===== src/rtl/dm_sram_pkg.sv =====
// rtl/dm_sram_pkg.sv - shared constants for the data-memory SRAM AXI slave
package dm_sram_pkg;

  localparam logic [2:0] IDLE    = 3'd0;
  localparam logic [2:0] WR_DATA = 3'd1;
  localparam logic [2:0] WR_RESP = 3'd2;
  localparam logic [2:0] RD_REQ  = 3'd3;
  localparam logic [2:0] RD_RESP = 3'd4;

  localparam logic [1:0] RESP_OKAY   = 2'b00;
  localparam logic [1:0] RESP_SLVERR = 2'b10;

  localparam logic [1:0] BURST_FIXED = 2'b00;
  localparam logic [1:0] BURST_INCR  = 2'b01;
  localparam logic [1:0] BURST_WRAP  = 2'b10;

endpackage


===== src/rtl/dm_sram_slave.sv =====
// rtl/dm_sram_slave.sv - single-transaction AXI4 slave driving a 32-bit single-port SRAM
module dm_sram_slave
  import dm_sram_pkg::*;
#(
  parameter int ID_W   = 8,
  parameter int ADDR_W = 14
) (
  input  logic              ACLK,
  input  logic              ARESET,
  input  logic [ID_W-1:0]   AWID,
  input  logic [31:0]       AWADDR,
  input  logic [7:0]        AWLEN,
  input  logic [2:0]        AWSIZE,
  input  logic [1:0]        AWBURST,
  input  logic              AWVALID,
  output logic              AWREADY,
  input  logic [31:0]       WDATA,
  input  logic [3:0]        WSTRB,
  input  logic              WLAST,
  input  logic              WVALID,
  output logic              WREADY,
  output logic [ID_W-1:0]   BID,
  output logic [1:0]        BRESP,
  output logic              BVALID,
  input  logic              BREADY,
  input  logic [ID_W-1:0]   ARID,
  input  logic [31:0]       ARADDR,
  input  logic [7:0]        ARLEN,
  input  logic [2:0]        ARSIZE,
  input  logic [1:0]        ARBURST,
  input  logic              ARVALID,
  output logic              ARREADY,
  output logic [ID_W-1:0]   RID,
  output logic [31:0]       RDATA,
  output logic [1:0]        RRESP,
  output logic              RLAST,
  output logic              RVALID,
  input  logic              RREADY,
  output logic              SRAM_CEB,
  output logic [3:0]        SRAM_WEB,
  output logic [ADDR_W-1:0] SRAM_A,
  output logic [31:0]       SRAM_DI,
  input  logic [31:0]       SRAM_DO
);

  logic [2:0]        state_q, state_d;
  logic [ID_W-1:0]   id_q, id_d;
  logic [ADDR_W-1:0] addr_q, addr_d;
  logic [7:0]        len_q, len_d;
  logic [1:0]        burst_q, burst_d;
  logic [7:0]        beat_q, beat_d;
  logic              err_q, err_d;
  logic [31:0]       rdata_q, rdata_d;
  logic              rd_first_q, rd_first_d;

  logic              last_beat;
  logic [ADDR_W-1:0] addr_step;
  logic              aw_hs, ar_hs, w_hs, r_hs;
  logic              unused_inputs;

  assign unused_inputs = ^{AWSIZE, ARSIZE, AWADDR[31:ADDR_W+2], AWADDR[1:0],
                           ARADDR[31:ADDR_W+2], ARADDR[1:0]};

  assign last_beat = (beat_q == len_q);
  // WRAP bursts are stepped like INCR; only FIXED holds the address.
  assign addr_step = (burst_q == BURST_FIXED) ? addr_q
                                              : addr_q + {{(ADDR_W-1){1'b0}}, 1'b1};

  assign aw_hs = AWVALID && AWREADY;
  assign ar_hs = ARVALID && ARREADY;
  assign w_hs  = WVALID && WREADY;
  assign r_hs  = RVALID && RREADY;

  always_comb begin
    AWREADY  = 1'b0;
    ARREADY  = 1'b0;
    WREADY   = 1'b0;
    BVALID   = 1'b0;
    BID      = '0;
    BRESP    = RESP_OKAY;
    RVALID   = 1'b0;
    RID      = '0;
    RDATA    = '0;
    RRESP    = RESP_OKAY;
    RLAST    = 1'b0;
    SRAM_CEB = 1'b1;
    SRAM_WEB = 4'hF;
    SRAM_A   = '0;
    SRAM_DI  = '0;
    if (!ARESET) begin
      SRAM_A = addr_q;
      case (state_q)
        IDLE: begin
          AWREADY = 1'b1;
          ARREADY = !AWVALID;
        end
        WR_DATA: begin
          WREADY = 1'b1;
          if (WVALID) begin
            SRAM_CEB = 1'b0;
            SRAM_WEB = WSTRB;
            SRAM_DI  = WDATA;
          end
        end
        WR_RESP: begin
          BVALID = 1'b1;
          BID    = id_q;
          BRESP  = err_q ? RESP_SLVERR : RESP_OKAY;
        end
        RD_REQ: SRAM_CEB = 1'b0;
        RD_RESP: begin
          RVALID = 1'b1;
          RID    = id_q;
          RLAST  = last_beat;
          // SRAM_DO is only valid in the cycle right after the read strobe.
          RDATA  = rd_first_q ? SRAM_DO : rdata_q;
        end
        default: ;
      endcase
    end
  end

  always_comb begin
    state_d    = state_q;
    id_d       = id_q;
    addr_d     = addr_q;
    len_d      = len_q;
    burst_d    = burst_q;
    beat_d     = beat_q;
    err_d      = err_q;
    rdata_d    = rdata_q;
    rd_first_d = 1'b0;
    case (state_q)
      IDLE: begin
        if (aw_hs) begin
          id_d    = AWID;
          addr_d  = AWADDR[ADDR_W+1:2];
          len_d   = AWLEN;
          burst_d = AWBURST;
          beat_d  = '0;
          err_d   = 1'b0;
          state_d = WR_DATA;
        end else if (ar_hs) begin
          id_d    = ARID;
          addr_d  = ARADDR[ADDR_W+1:2];
          len_d   = ARLEN;
          burst_d = ARBURST;
          beat_d  = '0;
          state_d = RD_REQ;
        end
      end
      WR_DATA: begin
        if (w_hs) begin
          if (WLAST != last_beat) err_d = 1'b1;
          addr_d = addr_step;
          beat_d = beat_q + 8'd1;
          if (last_beat) state_d = WR_RESP;
        end
      end
      WR_RESP: if (BREADY) state_d = IDLE;
      RD_REQ: begin
        state_d    = RD_RESP;
        rd_first_d = 1'b1;
      end
      RD_RESP: begin
        if (rd_first_q) rdata_d = SRAM_DO;
        if (r_hs) begin
          addr_d  = addr_step;
          beat_d  = beat_q + 8'd1;
          state_d = last_beat ? IDLE : RD_REQ;
        end
      end
      default: state_d = IDLE;
    endcase
  end

  always_ff @(posedge ACLK) begin
    if (ARESET) begin
      state_q    <= IDLE;
      id_q       <= '0;
      addr_q     <= '0;
      len_q      <= '0;
      burst_q    <= BURST_FIXED;
      beat_q     <= '0;
      err_q      <= 1'b0;
      rdata_q    <= '0;
      rd_first_q <= 1'b0;
    end else begin
      state_q    <= state_d;
      id_q       <= id_d;
      addr_q     <= addr_d;
      len_q      <= len_d;
      burst_q    <= burst_d;
      beat_q     <= beat_d;
      err_q      <= err_d;
      rdata_q    <= rdata_d;
      rd_first_q <= rd_first_d;
    end
  end

endmodule


===== config.mk =====
export PLATFORM = sky130hd
export DESIGN_NAME = dm_sram_slave
export DESIGN_NICKNAME = d
export VERILOG_FILES = /design/src/rtl/dm_sram_pkg.sv /design/src/rtl/dm_sram_slave.sv
export SDC_FILE = /design/constraint.sdc
export NUM_CORES = 1
export LEC_CHECK = 0
export ABC_AREA = 1
export CAP_MARGIN = 20
export CORE_MARGIN = 10
export CORE_UTILIZATION = 41
export CTS_BUF_LIST = sky130_fd_sc_hd__clkbuf_8
export CTS_CLUSTER_SIZE = 28
export DETAILED_ROUTE_END_ITERATION = 7
export PLACE_DENSITY = 0.89
export REMOVE_ABC_BUFFERS = 1
export SYNTH_ARGS = -nofsm -noshare
export SYNTH_HDL_FRONTEND = slang
export SYNTH_SLANG_ARGS = --single-unit

===== constraint.sdc =====
create_clock -name ACLK -period 2.95 [get_ports ACLK]
set_input_delay 0.295 -clock ACLK [delete_from_list [all_inputs] [get_ports ACLK]]
set_output_delay 0.295 -clock ACLK [all_outputs]
set_load 0.02 [all_outputs]

### After elaboration in Yosys (flattened, before gate mapping)

Index checks and enable logic that the tools add are counted.

| storage, ports and cells | value |
|---|---|
| word-level logic and storage cells | 100 |
| bits in registers | 77 |
| input bits | 182 |

| operators by class | value |
|---|---|
| add/sub/neg operators | 2 |
| equal/unequal tests | 13 |
| reductions and logical operators | 14 |
| mux-type cells | 62 |

Operator list:

| operator | number |
|---|---|
| 2-to-1 mux 32 bit | 6 |
| 2-to-1 mux 8 bit | 12 |
| 2-to-1 mux 14 bit | 6 |
| case mux 14 bit (3 select lines) | 1 |
| case mux 8 bit (3 select lines) | 1 |
| 2-to-1 mux 1 bit | 18 |
| 2-to-1 mux 3 bit | 6 |
| case mux 3 bit (5 select lines) | 1 |
| adder 14 x 1 -> 14 bit (second input constant) | 1 |
| 2-to-1 mux 2 bit | 6 |
| 2-to-1 mux 4 bit | 3 |
| inequality test 2 bit (second input constant) | 6 |
| adder 8 x 1 -> 8 bit (second input constant) | 1 |
| equality test 8 bit | 1 |
| AND reduction 4 bit | 2 |
| equality test 3 x 2 -> 1 bit (second input constant) | 2 |
| AND reduction 5 bit | 1 |
| logical AND 1 bit | 4 |
| case mux 1 bit (2 select lines) | 2 |
| nonzero test 2 bit | 2 |
| equality test 3 x 1 -> 1 bit (second input constant) | 1 |
| equality test 3 bit (second input constant) | 1 |
| zero test 3 bit | 1 |
| inequality test 3 bit (second input constant) | 1 |
| other kinds (5) | 5 |

### Depth between registers and ports, before layout

| depth | value |
|---|---|
| depth after elaboration | 7 |
| mapped depth | 13 |

### Least setup slack after synthesis

Ideal clock, no wire load.

| timing path | value |
|---|---|
| path kind | flip-flop to output port |
| from | reg state_q[0] |
| to | out RLAST |
| buffers on the path | 1 |
| arrival | 1.657 ns |
| stages on the path, launching flop included | 9 |
| path slack | 0.998 ns |
| path through | dfxtp_1 -> inv_2 -> nand2_2 -> nor2_4 -> inv_2 -> nor2_1 -> inv_2 -> clkbuf_1 -> nor2_1 |

| between the ends | value |
|---|---|
| word-level cells in the longest chain between the ends | 3 |

Ends and longest elaborated chain:

| item | RTL line | source |
|---|---|---|
| start: declaration | dm_sram_slave.sv:46 | `logic [2:0] state_q, state_d;` |
| start signal: assignment | dm_sram_slave.sv:189 | `state_q <= state_d;` |
| equality test 3 bit | dm_sram_slave.sv:92 | `case (state_q)` |
| 2-to-1 mux 1 bit | dm_sram_slave.sv:92 |  |
| 2-to-1 mux 1 bit | dm_sram_slave.sv:90 | `if (!ARESET) begin` |
| end: declaration | dm_sram_slave.sv:36 | `output logic RLAST,` |

No other way between the ends.

### Worst setup path after layout

| timing path | value |
|---|---|
| from | in ARESET |
| to | out BRESP[1] |

| between the ends | value |
|---|---|
| word-level cells in the longest chain between the ends | 1 |

Ends and longest elaborated chain:

| item | RTL line | source |
|---|---|---|
| start: declaration | dm_sram_slave.sv:9 | `input logic ARESET,` |
| 2-to-1 mux 2 bit | dm_sram_slave.sv:90 |  |
| end: declaration | dm_sram_slave.sv:23 | `output logic [1:0] BRESP,` |

No other way between the ends.

==> key figures <==
Setup path
  – Slowest CP cell: clkdlybuf4s50_1
  – Worst Path Buf+Inv: 4
  – CP endpoint kind: output port
  – Critical path class: in -> out
  – Reg2reg path depth: 11
  – Crit path launch: ARESET
  – Most numerous cell on the critical path: clkdlybuf4s50_1
  – Crit path max fanout: 21
  – CP Launch Type: input pin
  – Max incr delay on CP: ~0.65 ns
  – Top cell family by delay on the critical path: buffers and inverters
  – CP Cell Sequence: clkdlybuf4s50_1 > buf_4 > clkinv_1 > nand2_1 > nor2_1 > clkdlybuf4s50_1
  – R2r startpoint: state_q[2]$_SDFFE_PP0P_
  – CP arrival: 2.47 ns
  – Reg-to-Reg End: addr_q[3]$_SDFFE_PP0P_
  – Flop2flop setup slack: 0.65 ns
  – CP Data Required Time: 2.65 ns

Run status
  – Run status: finished clean

Timing
  – Slew margin rel.: a little over 40%
  – Final min period: ~2.8 ns
  – TNS Setup: 0 ns
  – Slew Viols, Final: 0
  – Final setup vio count: 0
  – Layout Skew: roughly 0.011 ns
  – RSZ-0062 raised after global routing: no
  – Hold_ws: around 0.48 ns
  – Final Hold Viols: 0
  – Worst Tran Pin Value: 0.879 ns
  – Final cycle utilization of the critical path: between 90% and 100%
  – F_max: about 360 MHz

Placed design
  – Final GP Congestion: 0.873
  – Detailed-placement wirelength estimate: between 10000 and 15000 um
  – Dpl cells: 1113
  – PortBufs: about 250

Floorplan
  – I/O pin total: around 290
  – Core box area: between 0.01 and 0.015 mm^2
  – Die X: ~130 um
  – Die area: 0.0159 mm^2
  – Initial Utilization: between 40% and 50%
  – Num rows: 38
  – Die H: between 100 and 150 um

Layout
  – Finished Layout Cells: about 1100
  – Final nets: 1168
  – Proportion of layout cells with a drive suffix above 1: 5.77%
  – Area grow syn2layout: 60.6%
  – Fin util: between 60% and 70%
  – # diodes: 0

Clock network
  – Clock sink count: 77
  – Postcts setup bufs: 0
  – Post-CTS Hold Buffers: 0
  – Root buf cell: clkbuf_8
  – CTS tree: yes
  – CTS resizes: 0
  – H-tree levels: 3
  – Clock latency on the worst-skew pair: between 0.3 and 0.4 ns
  – Clk slew on worst S/H paths: around 0.08 ns
  – CTS max path bufs: 2
  – Number of CTS-inserted buffers: 9

Hold path
  – Hold depth: 2
  – Hold Startpoint: rdata_q[31]$_SDFFE_PP0N_
  – Hold EP: rdata_q[31]$_SDFFE_PP0N_
  – Min-Delay Path Class: reg -> reg

Yosys
  – Synthesized instance count: ~750
  – Synth area leaders: dfxtp_1, nor2_1, a21oi_1, inv_1, nand2_1
  – Register area share after synthesis: between 30 and 40%
  – Synth unique cells: 37
  – Area leader, netlist: dfxtp_1
  – Syn avg cell area: between 6 and 7 um^2
  – YS warnings: 0
  – Yosys reg bits: 77
  – Synth top area share: approximately 34%
  – Syn Std Cell Area: about 0.0046 mm^2

Run
  – Max Cap Viol: 0

Drt
  – Number of nets still failing antenna checks after routing: 0
  – Routed WL per cell: 14.7 um
  – Final WL: between 15000 and 20000 um
  – DRC: 0
  – DR iter-0 viols: about 380
  – Via density: 4.91
  – Pre-Repair DR Iteration Count: 5
  – Via count: ~5500

Power and ir drop
  – Overall power: ~4700 uW
  – VDD IR max: 494 uV
  – Static Leak: 0.00305 uW
  – Power per standard cell area: 635 mW/mm^2

Global route
  – GR Layer Usage met2: between 30% and 40%
  – Initial antenna violation count: 0
  – Global-route wire length before repair: around 26000 um
  – Total global-route track usage: a little under 20%
  – Global route overflow: 0
  – Pin count of the biggest net entering global routing: 57
  – Vias in the first global route: ~5200
  – GR met3 Demand/Resource: 6.80%
  – Met1 usage: between 20% and 30%
  – GRT busiest layer: met2
-- layout by cell type (no fill, tap or decap), types with 3 or more instances in the layout --
cell             netlist  layout
nand2_2                4       4
clkbuf_8               0       9
or2_2                  5       5
o21a_1                 6       6
o22ai_1               35      35
nand3_1               15      15
inv_2                  9       9
clkdlybuf4s50_1        0     245
nand4_1                7       7
inv_1                119     119
nor3_1                10      10
nor2_1               169     169
xor2_1                 4       4
conb_1                 1       3
buf_4                  3      11
nand2_1              104     104
xnor2_1                3       3
o21ai_0               24      24
a21oi_1              101     101
dfxtp_1               77      76
-- layer usage --
| metal | vias to the layer above | part of all wire, % |
|---|---|---|
| met5 | - | 0 |
| met4 | 0 | 1.3 |
| met3 | 18 | 9.8 |
| met2 | 224 | 48 |
| met1 | 2465 | 41 |
| li1 | 2837 | - |
-- area by class of cell --
| class | instances | area (um^2) |
|---|---|---|
| clock buffers | 9 | 124 |
| clock inverters | 6 | 87.6 |
| fillers | 883 | 3500 |
| inverters | 129 | 484 |
| multi-input cells | 509 | 2400 |
| flip-flops and latches | 77 | 1540 |
| well taps | 140 | 175 |
| repair buffers | 258 | 2570 |
-- cell usage after synthesis --
cell      count
nand2_2       4
o21a_1        6
nand3b_1      1
nand3_1      15
buf_4         3
nand2_1     104
nor2_2        2
buf_2         8
o21ai_2       1
a21oi_4       1
a31oi_1       2
a22oi_2       1
o22ai_1      35
a211oi_1      1
nor2_1      169
nand4_1       7
ha_1          2
nor3_1       10
clkbuf_1     22
o21ai_1       1
or2_2         5
buf_1         7
o21ai_0      24
xor2_1        4
nor2_4        2
nand2_4       2
a21boi_1      1
buf_6         1
a21oi_1     101
conb_1        1
clkinv_1      1
dfxtp_1      77
xnor2_1       3
nand3_4       1
o211ai_1      1
inv_1       119
inv_2         9
-- worst min-delay path, stage by stage, from the launching register on --
cell,delay (ns)
dfxtp_1,0.30
inv_1,0.06
o22ai_1,0.08
-- logic make-up after synthesis --
family                   count (synthesis)  synth area share [%]
adder cells (fa/ha/maj)                  2                 0.544
XOR/XNOR                                 7                  1.33
AND/OR/NAND/NOR                        322                  29.0
other                                    1                0.0816
buffers and inverters                  170                  14.5
AO/OA/AOI/OAI                          175                  21.0
flip-flops                              77                  33.5
-- state kept, by name (all words and copies together), names as in the netlist --
register    count
addr_q         14
beat_q          8
burst_q         2
err_q           1
id_q            8
len_q           8
rd_first_q      1
rdata_q        32
state_q         3
-- stage by stage --
step / instance area [um^2] / setup WS (ns)
3_5_place_dp: 7170 / 0.199
6_report: 7390 / 0.185
3_3_place_gp: 7170 / 0.236
2_1_floorplan: 4420 / 0.809
5_1_grt: 7390 / 0.0122
4_1_cts: 7390 / 0.192
-- where the power goes --
part,internal (uW),switching (uW)
logic,936,1410
clock network,473,413
registers,1290,170
total,2700,1990
-- how the worst max path moves through the flow --
| stage | endpoint | cells after the start |
|---|---|---|
| global placement | BRESP[1] | 6 |
| global route | BRESP[1] | 6 |
| CTS | BRESP[1] | 6 |
| floorplan | RDATA[30] | 2 |
| finish | BRESP[1] | 6 |
| detailed placement | BRESP[1] | 6 |
Power figures use the tool's default switching activity.
